`config.mk`:
```
export PLATFORM = sky130hd
export DESIGN_NAME = motor_cmd_parser_flat
export DESIGN_NICKNAME = d
export VERILOG_FILES = /design/src/rtl/motor_cmd_if.sv /design/src/rtl/motor_cmd_parser.sv /design/src/flat_wrapper.sv
export SDC_FILE = /design/constraint.sdc
export NUM_CORES = 1
export LEC_CHECK = 0
export ABC_AREA = 0
export BUFFER_PORTS_ARGS = -buffer_cell sky130_fd_sc_hd__buf_2
export CAP_MARGIN = 20
export CORE_MARGIN = 2
export CORE_UTILIZATION = 61
export CTS_CLUSTER_SIZE = 10
export DETAILED_ROUTE_END_ITERATION = 16
export PLACE_DENSITY = 0.78
export REMOVE_ABC_BUFFERS = 1
export SYNTH_ARGS = -nofsm -noshare
export SYNTH_HDL_FRONTEND = slang
export SYNTH_SLANG_ARGS = --single-unit
```
`constraint.sdc`:
```
create_clock -name i_Clk -period 4.4 [get_ports i_Clk]
set_clock_uncertainty 0.2 [all_clocks]
set_input_delay 0.44 -clock i_Clk [delete_from_list [all_inputs] [get_ports i_Clk]]
set_output_delay 0.44 -clock i_Clk [all_outputs]
set_load 0.02 [all_outputs]
```
`src/rtl/motor_cmd_if.sv`:
```
// motor_cmd_if: token strobe in, command/ready handoff and error/drop status out; master drives tokens, slave is the parser
interface motor_cmd_if #(
  parameter int MAX_DIGITS = 3
);
  localparam int BW = $clog2(10 ** MAX_DIGITS);
  logic                    i_Enable;
  logic [3:0]              i_Dec;
  logic                    i_cmd_ready;
  logic                    o_cmd_valid;
  logic [3:0]              o_motor;
  logic                    o_direction;
  logic [4*MAX_DIGITS-1:0] o_value_bcd;
  logic [BW-1:0]           o_value_bin;
  logic                    o_err;
  logic [2:0]              o_err_code;
  logic                    o_drop;
  logic                    o_idle;
  modport master (
    output i_Enable, i_Dec, i_cmd_ready,
    input  o_cmd_valid, o_motor, o_direction, o_value_bcd, o_value_bin,
           o_err, o_err_code, o_drop, o_idle
  );
  modport slave (
    input  i_Enable, i_Dec, i_cmd_ready,
    output o_cmd_valid, o_motor, o_direction, o_value_bcd, o_value_bin,
           o_err, o_err_code, o_drop, o_idle
  );
endinterface

```
`src/rtl/motor_cmd_parser.sv`:
```
// motor_cmd_parser: i_Clk/i_Rst plus bus (tokens in; held command, err/drop pulses, idle out) -- parses "motor SP dir digits term"
module motor_cmd_parser #(
  parameter int          NUM_MOTORS  = 4,
  parameter int          MAX_DIGITS  = 3,
  parameter int          MAX_VALUE   = 255,
  parameter int unsigned TIMEOUT_CYC = 50_000_000
) (
  input logic        i_Clk,
  input logic        i_Rst,
  motor_cmd_if.slave bus
);
  localparam int BW = $clog2(10 ** MAX_DIGITS);
  localparam int DW = 4 * MAX_DIGITS;
  localparam int NW = $clog2(MAX_DIGITS + 1);
  localparam logic [3:0]    NM   = 4'(NUM_MOTORS);
  localparam logic [BW-1:0] MAXV = BW'(MAX_VALUE);
  localparam logic [NW-1:0] MD   = NW'(MAX_DIGITS);
  localparam logic [32:0]   TO   = 33'(TIMEOUT_CYC);
  localparam logic [2:0] IDLE = 3'd0;
  localparam logic [2:0] SP1  = 3'd1;
  localparam logic [2:0] SIGN = 3'd2;
  localparam logic [2:0] DIG  = 3'd3;
  localparam logic [2:0] HOLD = 3'd4;
  logic [2:0]    state;
  logic [3:0]    motor_w;
  logic          dir_w;
  logic [DW-1:0] bcd_w;
  logic [BW-1:0] bin_w;
  logic [NW-1:0] ndig;
  logic [31:0]   cnt;
  logic [2:0]    ecode;
  logic          is_dig, is_term, is_dir, busy, tmo;
  always_comb begin
    is_dig  = bus.i_Dec <= 4'd9;
    is_term = bus.i_Dec == 4'd10 || bus.i_Dec == 4'd11;
    is_dir  = bus.i_Dec == 4'd12 || bus.i_Dec == 4'd13;
    busy    = state == SP1 || state == SIGN || state == DIG;
    // cnt holds idle edges so far; the error fires on the edge that brings it to TIMEOUT_CYC-1
    tmo     = TO != 33'd0 && busy && ({1'b0, cnt} + 33'd2 >= TO);
    ecode   = !bus.i_Enable ? (tmo ? 3'd7 : 3'd0) :
              state == IDLE ? ((is_dig && bus.i_Dec != 4'd0 && bus.i_Dec <= NM) ? 3'd0 : 3'd1) :
              state == SP1  ? (bus.i_Dec == 4'd10 ? 3'd0 : 3'd2) :
              state == SIGN ? (is_dir ? 3'd0 : 3'd3) :
              state == DIG  ? (is_dig  ? (ndig == MD ? 3'd5 : 3'd0) :
                               is_term ? (ndig == '0 ? 3'd4 : bin_w > MAXV ? 3'd6 : 3'd0) : 3'd4) :
              3'd0;
  end
  assign bus.o_idle = state == IDLE;
  always_ff @(posedge i_Clk or negedge i_Rst) begin
    if (!i_Rst) begin
      state           <= IDLE;
      motor_w         <= '0;
      dir_w           <= 1'b0;
      bcd_w           <= '0;
      bin_w           <= '0;
      ndig            <= '0;
      cnt             <= '0;
      bus.o_cmd_valid <= 1'b0;
      bus.o_motor     <= '0;
      bus.o_direction <= 1'b0;
      bus.o_value_bcd <= '0;
      bus.o_value_bin <= '0;
      bus.o_err       <= 1'b0;
      bus.o_err_code  <= '0;
      bus.o_drop      <= 1'b0;
    end else begin
      bus.o_err  <= ecode != 3'd0;
      bus.o_drop <= state == HOLD && bus.i_Enable;
      cnt        <= (busy && !bus.i_Enable && ecode == 3'd0) ? cnt + 32'd1 : '0;
      if (ecode != 3'd0) begin
        bus.o_err_code <= ecode;
        state          <= IDLE;
        motor_w        <= '0;
        dir_w          <= 1'b0;
        bcd_w          <= '0;
        bin_w          <= '0;
        ndig           <= '0;
      end else if (bus.i_Enable && state == IDLE) begin
        motor_w <= bus.i_Dec;
        state   <= SP1;
      end else if (bus.i_Enable && state == SP1) begin
        state <= SIGN;
      end else if (bus.i_Enable && state == SIGN) begin
        dir_w <= bus.i_Dec == 4'd13;
        state <= DIG;
      end else if (bus.i_Enable && state == DIG && is_dig) begin
        bcd_w <= DW'({bcd_w, bus.i_Dec});
        bin_w <= bin_w * BW'(10) + BW'(bus.i_Dec);
        ndig  <= ndig + NW'(1);
      end else if (bus.i_Enable && state == DIG) begin
        bus.o_cmd_valid <= 1'b1;
        bus.o_motor     <= motor_w;
        bus.o_direction <= dir_w;
        bus.o_value_bcd <= bcd_w;
        bus.o_value_bin <= bin_w;
        bus.o_err_code  <= 3'd0;
        state           <= HOLD;
        motor_w         <= '0;
        dir_w           <= 1'b0;
        bcd_w           <= '0;
        bin_w           <= '0;
        ndig            <= '0;
      end else if (state == HOLD && bus.i_cmd_ready) begin
        bus.o_cmd_valid <= 1'b0;
        state           <= IDLE;
      end
    end
  end
endmodule

```
`src/flat_wrapper.sv`:
```
// flat-port wrapper written by rule: the top's interface ports become plain ports
module motor_cmd_parser_flat 
#(
  parameter int          NUM_MOTORS  = 4,
  parameter int          MAX_DIGITS  = 3,
  parameter int          MAX_VALUE   = 255,
  parameter int unsigned TIMEOUT_CYC = 50_000_000
)
  (i_Clk, i_Rst, bus_i_Enable, bus_i_Dec, bus_i_cmd_ready, bus_o_cmd_valid, bus_o_motor, bus_o_direction, bus_o_value_bcd, bus_o_value_bin, bus_o_err, bus_o_err_code, bus_o_drop, bus_o_idle);
  motor_cmd_if #(.MAX_DIGITS(MAX_DIGITS)) bus_i ();
  input logic i_Clk;
  input logic i_Rst;
  input wire logic [$bits(bus_i.i_Enable)-1:0] bus_i_Enable;
  input wire logic [$bits(bus_i.i_Dec)-1:0] bus_i_Dec;
  input wire logic [$bits(bus_i.i_cmd_ready)-1:0] bus_i_cmd_ready;
  output wire logic [$bits(bus_i.o_cmd_valid)-1:0] bus_o_cmd_valid;
  output wire logic [$bits(bus_i.o_motor)-1:0] bus_o_motor;
  output wire logic [$bits(bus_i.o_direction)-1:0] bus_o_direction;
  output wire logic [$bits(bus_i.o_value_bcd)-1:0] bus_o_value_bcd;
  output wire logic [$bits(bus_i.o_value_bin)-1:0] bus_o_value_bin;
  output wire logic [$bits(bus_i.o_err)-1:0] bus_o_err;
  output wire logic [$bits(bus_i.o_err_code)-1:0] bus_o_err_code;
  output wire logic [$bits(bus_i.o_drop)-1:0] bus_o_drop;
  output wire logic [$bits(bus_i.o_idle)-1:0] bus_o_idle;
  assign bus_i.i_Enable = bus_i_Enable;
  assign bus_i.i_Dec = bus_i_Dec;
  assign bus_i.i_cmd_ready = bus_i_cmd_ready;
  assign bus_o_cmd_valid = bus_i.o_cmd_valid;
  assign bus_o_motor = bus_i.o_motor;
  assign bus_o_direction = bus_i.o_direction;
  assign bus_o_value_bcd = bus_i.o_value_bcd;
  assign bus_o_value_bin = bus_i.o_value_bin;
  assign bus_o_err = bus_i.o_err;
  assign bus_o_err_code = bus_i.o_err_code;
  assign bus_o_drop = bus_i.o_drop;
  assign bus_o_idle = bus_i.o_idle;
  motor_cmd_parser #(.NUM_MOTORS(NUM_MOTORS), .MAX_DIGITS(MAX_DIGITS), .MAX_VALUE(MAX_VALUE), .TIMEOUT_CYC(TIMEOUT_CYC)) u_core (.i_Clk(i_Clk), .i_Rst(i_Rst), .bus(bus_i));
endmodule
```
Yosys cells after proc, flatten, opt, wreduce, memory -nomap -nowiden. Index checks and enable logic that the tools add are counted.

Add/sub/neg operators: 4. $mul: 1. Magnitude comparators: 4. Eq/ne operators: 18. Mux-type cells: 60. Bitwise gates (word level): 5. Reductions and logical operators: 35.

Operator list (number): 2-to-1 mux 12 bit (6); 2-to-1 mux 3 bit (24); 2-to-1 mux 10 bit (6); adder 32 x 2 -> 33 bit (second input constant) (1); >= comparator 33 x 26 -> 1 bit (second input constant) (1); adder 32 x 1 -> 32 bit (second input constant) (1); 2-to-1 mux 32 bit (1); 2-to-1 mux 4 bit (6); equality test 4 bit (second input constant) (4); 2-to-1 mux 2 bit (8); logical AND 1 bit (12); inequality test 3 x 1 -> 1 bit (second input constant) (4); AND reduction 4 bit (3); AND reduction 6 bit (2); nonzero test 3 bit (4); adder 10 x 4 -> 10 bit (1); > comparator 10 x 8 -> 1 bit (second input constant) (1); multiplier 10 x 3 -> 9 bit (second input constant) (1); 2-to-1 mux 1 bit (9); inequality test 2 x 1 -> 1 bit (second input constant) (4); equality test 3 x 2 -> 1 bit (second input constant) (2); logical NOT 3 bit (2); nonzero test 6 bit (1); inequality test 5 x 1 -> 1 bit (second input constant) (1); 14 further kinds (22).

Bits in registers: 97. Input port bits: 8. Word-level logic and storage cells: 142.

Longest topological paths before layout.
Depth in word-level cells: 13. Depth in mapped cells: 12.

Worst setup path before layout. Ideal clock, no wire load.

Path kind: reg-to-reg. Start: reg u_core.bin_w[1]. End: reg u_core.bin_w[9]. Library setup time: 0.071 ns. Arrival time: 2.914 ns. Required time: 4.129 ns. Slack: 1.215 ns. Stages on the path, launching flop included: 12. Clock period less this slack: 3.185 ns. Path through: dfrtp_1 -> ha_1 -> ha_1 -> inv_1 -> fa_1 -> xnor2_1 -> or3b_2 -> nor4b_1 -> xnor3_1 -> o31ai_1 -> nand2_1 -> nor2_1.

Cells in the longest elaborated chain, start to end: 13. Elaborated cells between the ends (all ways): 23. Those cells by class: add/sub: 1; mul: 1; order compare: 1; eq/ne: 3; mux: 14; reduce/logical: 3.

Ends and longest elaborated chain: from (decl) (RTL line motor_cmd_parser.sv:28) `logic [BW-1:0] bin_w;`; from (signal assigned) (RTL line motor_cmd_parser.sv:88) `bin_w <= bin_w * BW'(10) + BW'(bus.i_Dec);`; branches (longest 13 deep; another with multiplier 10 x 3 -> 9 bit).

Parallel ways; which one is timed is not known. The select of a mux whose other input is x is not followed. A chain may end at the register's enable or synchronous reset.

Worst setup path after layout.
Start: reg u_core.cnt[2]. End: reg u_core.state[1].

Cells in the longest elaborated chain, start to end: 8. Elaborated cells between the ends (all ways): 10. Those cells by class: add/sub: 1; order compare: 1; eq/ne: 1; mux: 3; reduce/logical: 4.

Ends and longest elaborated chain: from (decl) (RTL line motor_cmd_parser.sv:30) `logic [31:0] cnt;`; from (signal assigned) (RTL line motor_cmd_parser.sv:69) `cnt <= (busy && !bus.i_Enable && ecode == 3'd0) ? cnt + 32'd1 : '0;`; adder 32 x 2 -> 33 bit * (RTL line motor_cmd_parser.sv:39) `tmo = TO != 33'd0 && busy && ({1'b0, cnt} + 33'd2 >= TO);`; >= comparator 33 x 26 -> 1 bit * (RTL line motor_cmd_parser.sv:39); logical AND 1 bit * (RTL line motor_cmd_parser.sv:39); 2-to-1 mux 3 bit * (2 in series) (RTL line motor_cmd_parser.sv:40) `ecode = !bus.i_Enable ? (tmo ? 3'd7 : 3'd0) :`; nonzero test 3 bit * (RTL line motor_cmd_parser.sv:70) `if (ecode != 3'd0) begin`; inequality test 5 x 1 -> 1 bit (no source line) / nonzero test 6 bit (equally long branches); AND reduction 2 bit (no source line); to (signal assigned) (RTL line motor_cmd_parser.sv:51) `state <= IDLE;`; to (signal assigned) (RTL line motor_cmd_parser.sv:72) `state <= IDLE;`; to (signal assigned) (RTL line motor_cmd_parser.sv:80) `state <= SP1;`; to (decl) (RTL line motor_cmd_parser.sv:24) `logic [2:0] state;`.

Every way passes the cells marked *; elsewhere a longest branch is shown, timed or not.

==> summary.md <==
| Metric | Value |
|---|---|
| Post-synth cell types | `62` |
| Met2 usage | `36.9%` |
| GRT busiest layer | `met2` |
| Worst r2r src | `u_core.cnt[2]` |
| Setup CP Type | `flip-flop to flip-flop` |
| Yosys top cell area share | `43.7%` |
| Crit-path max FO | `34` |
| Vias in the first global route | `just over 4,000` |
| Routability cong. | `0.920` |
| Final wirelength | `11,400 um` |
| DR iter-0 viols | `between 300 and 400` |
| Pin count of the biggest net entering global routing | `66` |
| Layout net count | `around 600` |
| Slew Limit Fails | `0` |
| Remaining DRCs | `0` |
| Overall Global Routing Usage | `24.4%` |
| Clock Latency Late Sink | `~0.36 ns` |
| P_int | `1.38 mW` |
| Post-cts sizing count | `0` |
| Hold crit path type | `primary input to flip-flop` |
| IO buf count | `41` |
| I/O pin cnt | `42` |
| Diodes inserted | `0` |
| Die Area | `0.00969 mm^2` |
| Synth async-reset ratio | `100%` |
| Detailed-route via count | `4,179` |
| Status | `completed` |
| Highest clock rate | `275 MHz` |
| Clock-pin slew on the worst setup and hold paths | `~0.10 ns` |
| Syn avg cell area | `approximately 10 um^2` |
| Max-cap viol count | `0` |
| Initial core utilization | `62.7%` |
| Die Y | `approximately 98 um` |
| Slew HR | `33.9%` |
| Sequential share of power | `approximately 49%` |
| Net switching power | `0.597 mW` |
| Comb pwr share | `19.1%` |
| Final Setup Violations | `0` |
| Max IR drop VDD | `between 0.15 and 0.2 mV` |
| Total CTS buffers | `9` |
| Power Dens Cells | `334 mW/mm^2` |
| Root Driver | `clkbuf_8` |
| RSZ-0062 raised after global routing | `false` |
| Drt wl/cell | `16.5 um` |
| Cell area after synthesis | `0.00544 mm^2` |
| HPWL Detailed | `approximately 8000 um` |
| Synth-to-layout area growth | `8.85%` |
| GRT met3 Usage | `3.62%` |
| Period utilization | `82.6%` |
| CTS Buffer Depth | `2` |
| Die W | `98.4 um` |
| Router iterations before antenna repair | `5` |
| Fillers | `approximately 670` |
| CP startpoint | `u_core.cnt[2]` |
| Row cnt | `34` |
| H-tree depth | `3` |
| Ranking of synthesized cells by area | `dfrtp_1 44%, mux2_2 4.8%, ha_1 4.4%` |
| TritonCTS clock tree | `built` |
| Cell accounting for the most synthesized area | `dfrtp_1` |
| Setup crit end kind | `flip-flop` |
| Routed Antenna Nets | `0` |
| Core area | `0.00868 mm^2` |
| Drt via density | `slightly above 6` |
| Routing usage on met1 | `35.9%` |
| Hold Path Origin | `bus_i_Enable` |
| #FFs+latches synth | `95` |
| Worst path arrival time | `3.66 ns` |
| Ys flop type | `dfrtp_1` |
| Postcts setup bufs | `0` |
| Sw frac | `a little under a third` |
| Grt ovf | `0` |
| Startpoint type of the worst setup path | `flip-flop` |
| First-pass GRT wire length | `approximately 20,000 um` |
| Worst hold margin | `0.206 ns` |
| Layout cell share with drive strength beyond 1 | `17.4%` |
| Fin crit period | `3.64 ns` |
| Antenna violations before repair | `0` |
| Critical Path RT | `4.42 ns` |
| Yosys warnings | `0` |
| Final hold vios | `0` |
| Setup TNS | `0 ns` |
| Mapped Cells | `549` |
| Slew at the pin closest to its max-slew limit | `0.988 ns` |
| Clock power frac | `32.0%` |
| Sink Count | `95` |
| Sequential area share after synthesis | `43.7%` |
| Number of synthesized flops with an enable pin | `0` |
| Static leakage | `2.65 nW` |
metal layers:
| layer | vias up | wire (um) | share of wire (%) |
|---|---|---|---|
| li1 | 2005 | - | - |
| met5 | - | 0 | 0 |
| met3 | 22 | 554 | 4.9 |
| met1 | 2020 | 5360 | 47 |
| met2 | 132 | 5290 | 47 |
| met4 | 0 | 175 | 1.5 |
cell usage in the layout (no fill, tap or decap), drive strengths merged, types with 3 or more instances in the layout:
cell type,instances
dfrtp,95
and4,4
nor4bb,3
nand2,31
nand2b,7
nor4,5
a22oi,19
and3,11
a21o,3
nor2,57
a21oi,25
or3,6
nor3b,29
inv,18
clkbuf,9
ha,19
o31ai,3
o21ai,12
conb,5
buf,48
mux2i,3
xor2,19
nand4b,3
nand3,23
mux2,23
nor2b,3
xnor2,24
o2111ai,3
nand4,18
nor3,14
a31oi,4
and2,4
logic make-up after synthesis:
kind of cell	count (synthesis)	share of synthesized area [%]
and+or+nand+nor	227	23.9
DFF	95	43.7
AOI/OAI and AO/OA	83	10.3
buffers and inverters	52	4.25
xor gates and xnor gates	44	7.34
muxes	26	5.31
adders and majority gates	21	5.11
other	1	0.0689
cell usage after synthesis, drive strengths merged, types with 14 or more instances:
cell type and number:
xor2 19, nor3 14, nor3b 29, nand4 18, nand2 31, dfrtp 95
buf 16, inv 17, clkbuf 19, a22oi 19, ha 19, a21oi 25
nand3 23, xnor2 24, mux2 23, nor2 57
worst max-delay path, stage by stage, from the launching register on:
cell and delay (ns):
dfrtp_1 0.48, ha_1 0.32, nand4_2 0.31, nor4_4 0.47, nand3_1 0.19, a2111o_1 0.44
or4_4 0.45, a31oi_4 0.16, buf_4 0.36, nor4b_1 0.12
state kept, by name, indices dropped and copies added, names as in the netlist, 2 cells and up:
register	flops
u_core.bin_w	10
u_core.ndig	2
u_core.bcd_w	11
u_core.bus.o_value_bin	10
u_core.bus.o_err_code	3
u_core.state	3
u_core.cnt	32
u_core.motor_w	4
u_core.bus.o_motor	4
u_core.bus.o_value_bcd	11
area by class of cell:
cell class | count | area [um^2] | share of cell area (%)
Multi-Input combinational cell | 406 | 2860 | 48.3
Inverter | 17 | 63.8 | 1.08
Clock inverter | 6 | 93.8 | 1.58
Clock buffer | 9 | 124 | 2.09
Tap cell | 108 | 135 | 2.28
Timing Repair Buffer | 49 | 270 | 4.56
Sequential cell | 95 | 2380 | 40.1
power groups by stage:
stage	Sequential, mW	Combinational, mW	Clock, mW
2_1_floorplan	0.992	0.235	0
3_3_place_gp	0.983	0.369	0
3_5_place_dp	0.985	0.377	0
4_1_cts	0.967	0.380	0.642
5_1_grt	0.977	0.418	0.678
6_report	0.968	0.378	0.635
metrics by stage:
step | instance area [um^2] | cells | util [%] | setup slack [ns] | total power, mW
2_1_floorplan | 5290 | 518 | - | 1.02 | 1.23
3_3_place_gp | 5690 | 674 | 65.6 | 0.979 | 1.35
3_5_place_dp | 5690 | 674 | 65.6 | 0.838 | 1.36
4_1_cts | 5920 | 690 | 68.2 | 0.824 | 1.99
5_1_grt | 5920 | 690 | 68.2 | 0.575 | 2.07
6_report | 5920 | 690 | 68.2 | 0.764 | 1.98
path summary, 6_finish.rpt:
path	end	slack (ns)	cells past startpoint
max	u_core.state[1]	0.76	9
min	u_core.bus.o_drop	0.21	2
max reg2reg	u_core.state[1]	0.76	9
min reg2reg	u_core.bus.o_value_bin[8]	0.29	1
max in group asynchronous	u_core.bcd_w[5]	2.59	3
min in group asynchronous	u_core.cnt[3]	0.51	2
repair_timing:
item / in CTS / in global routing
endpoints found under the hold margin: 47 / 0
hold buffers: 1 / 0
endpoints found under the setup margin: 0 / 0
Power figures use the tool's default switching activity.
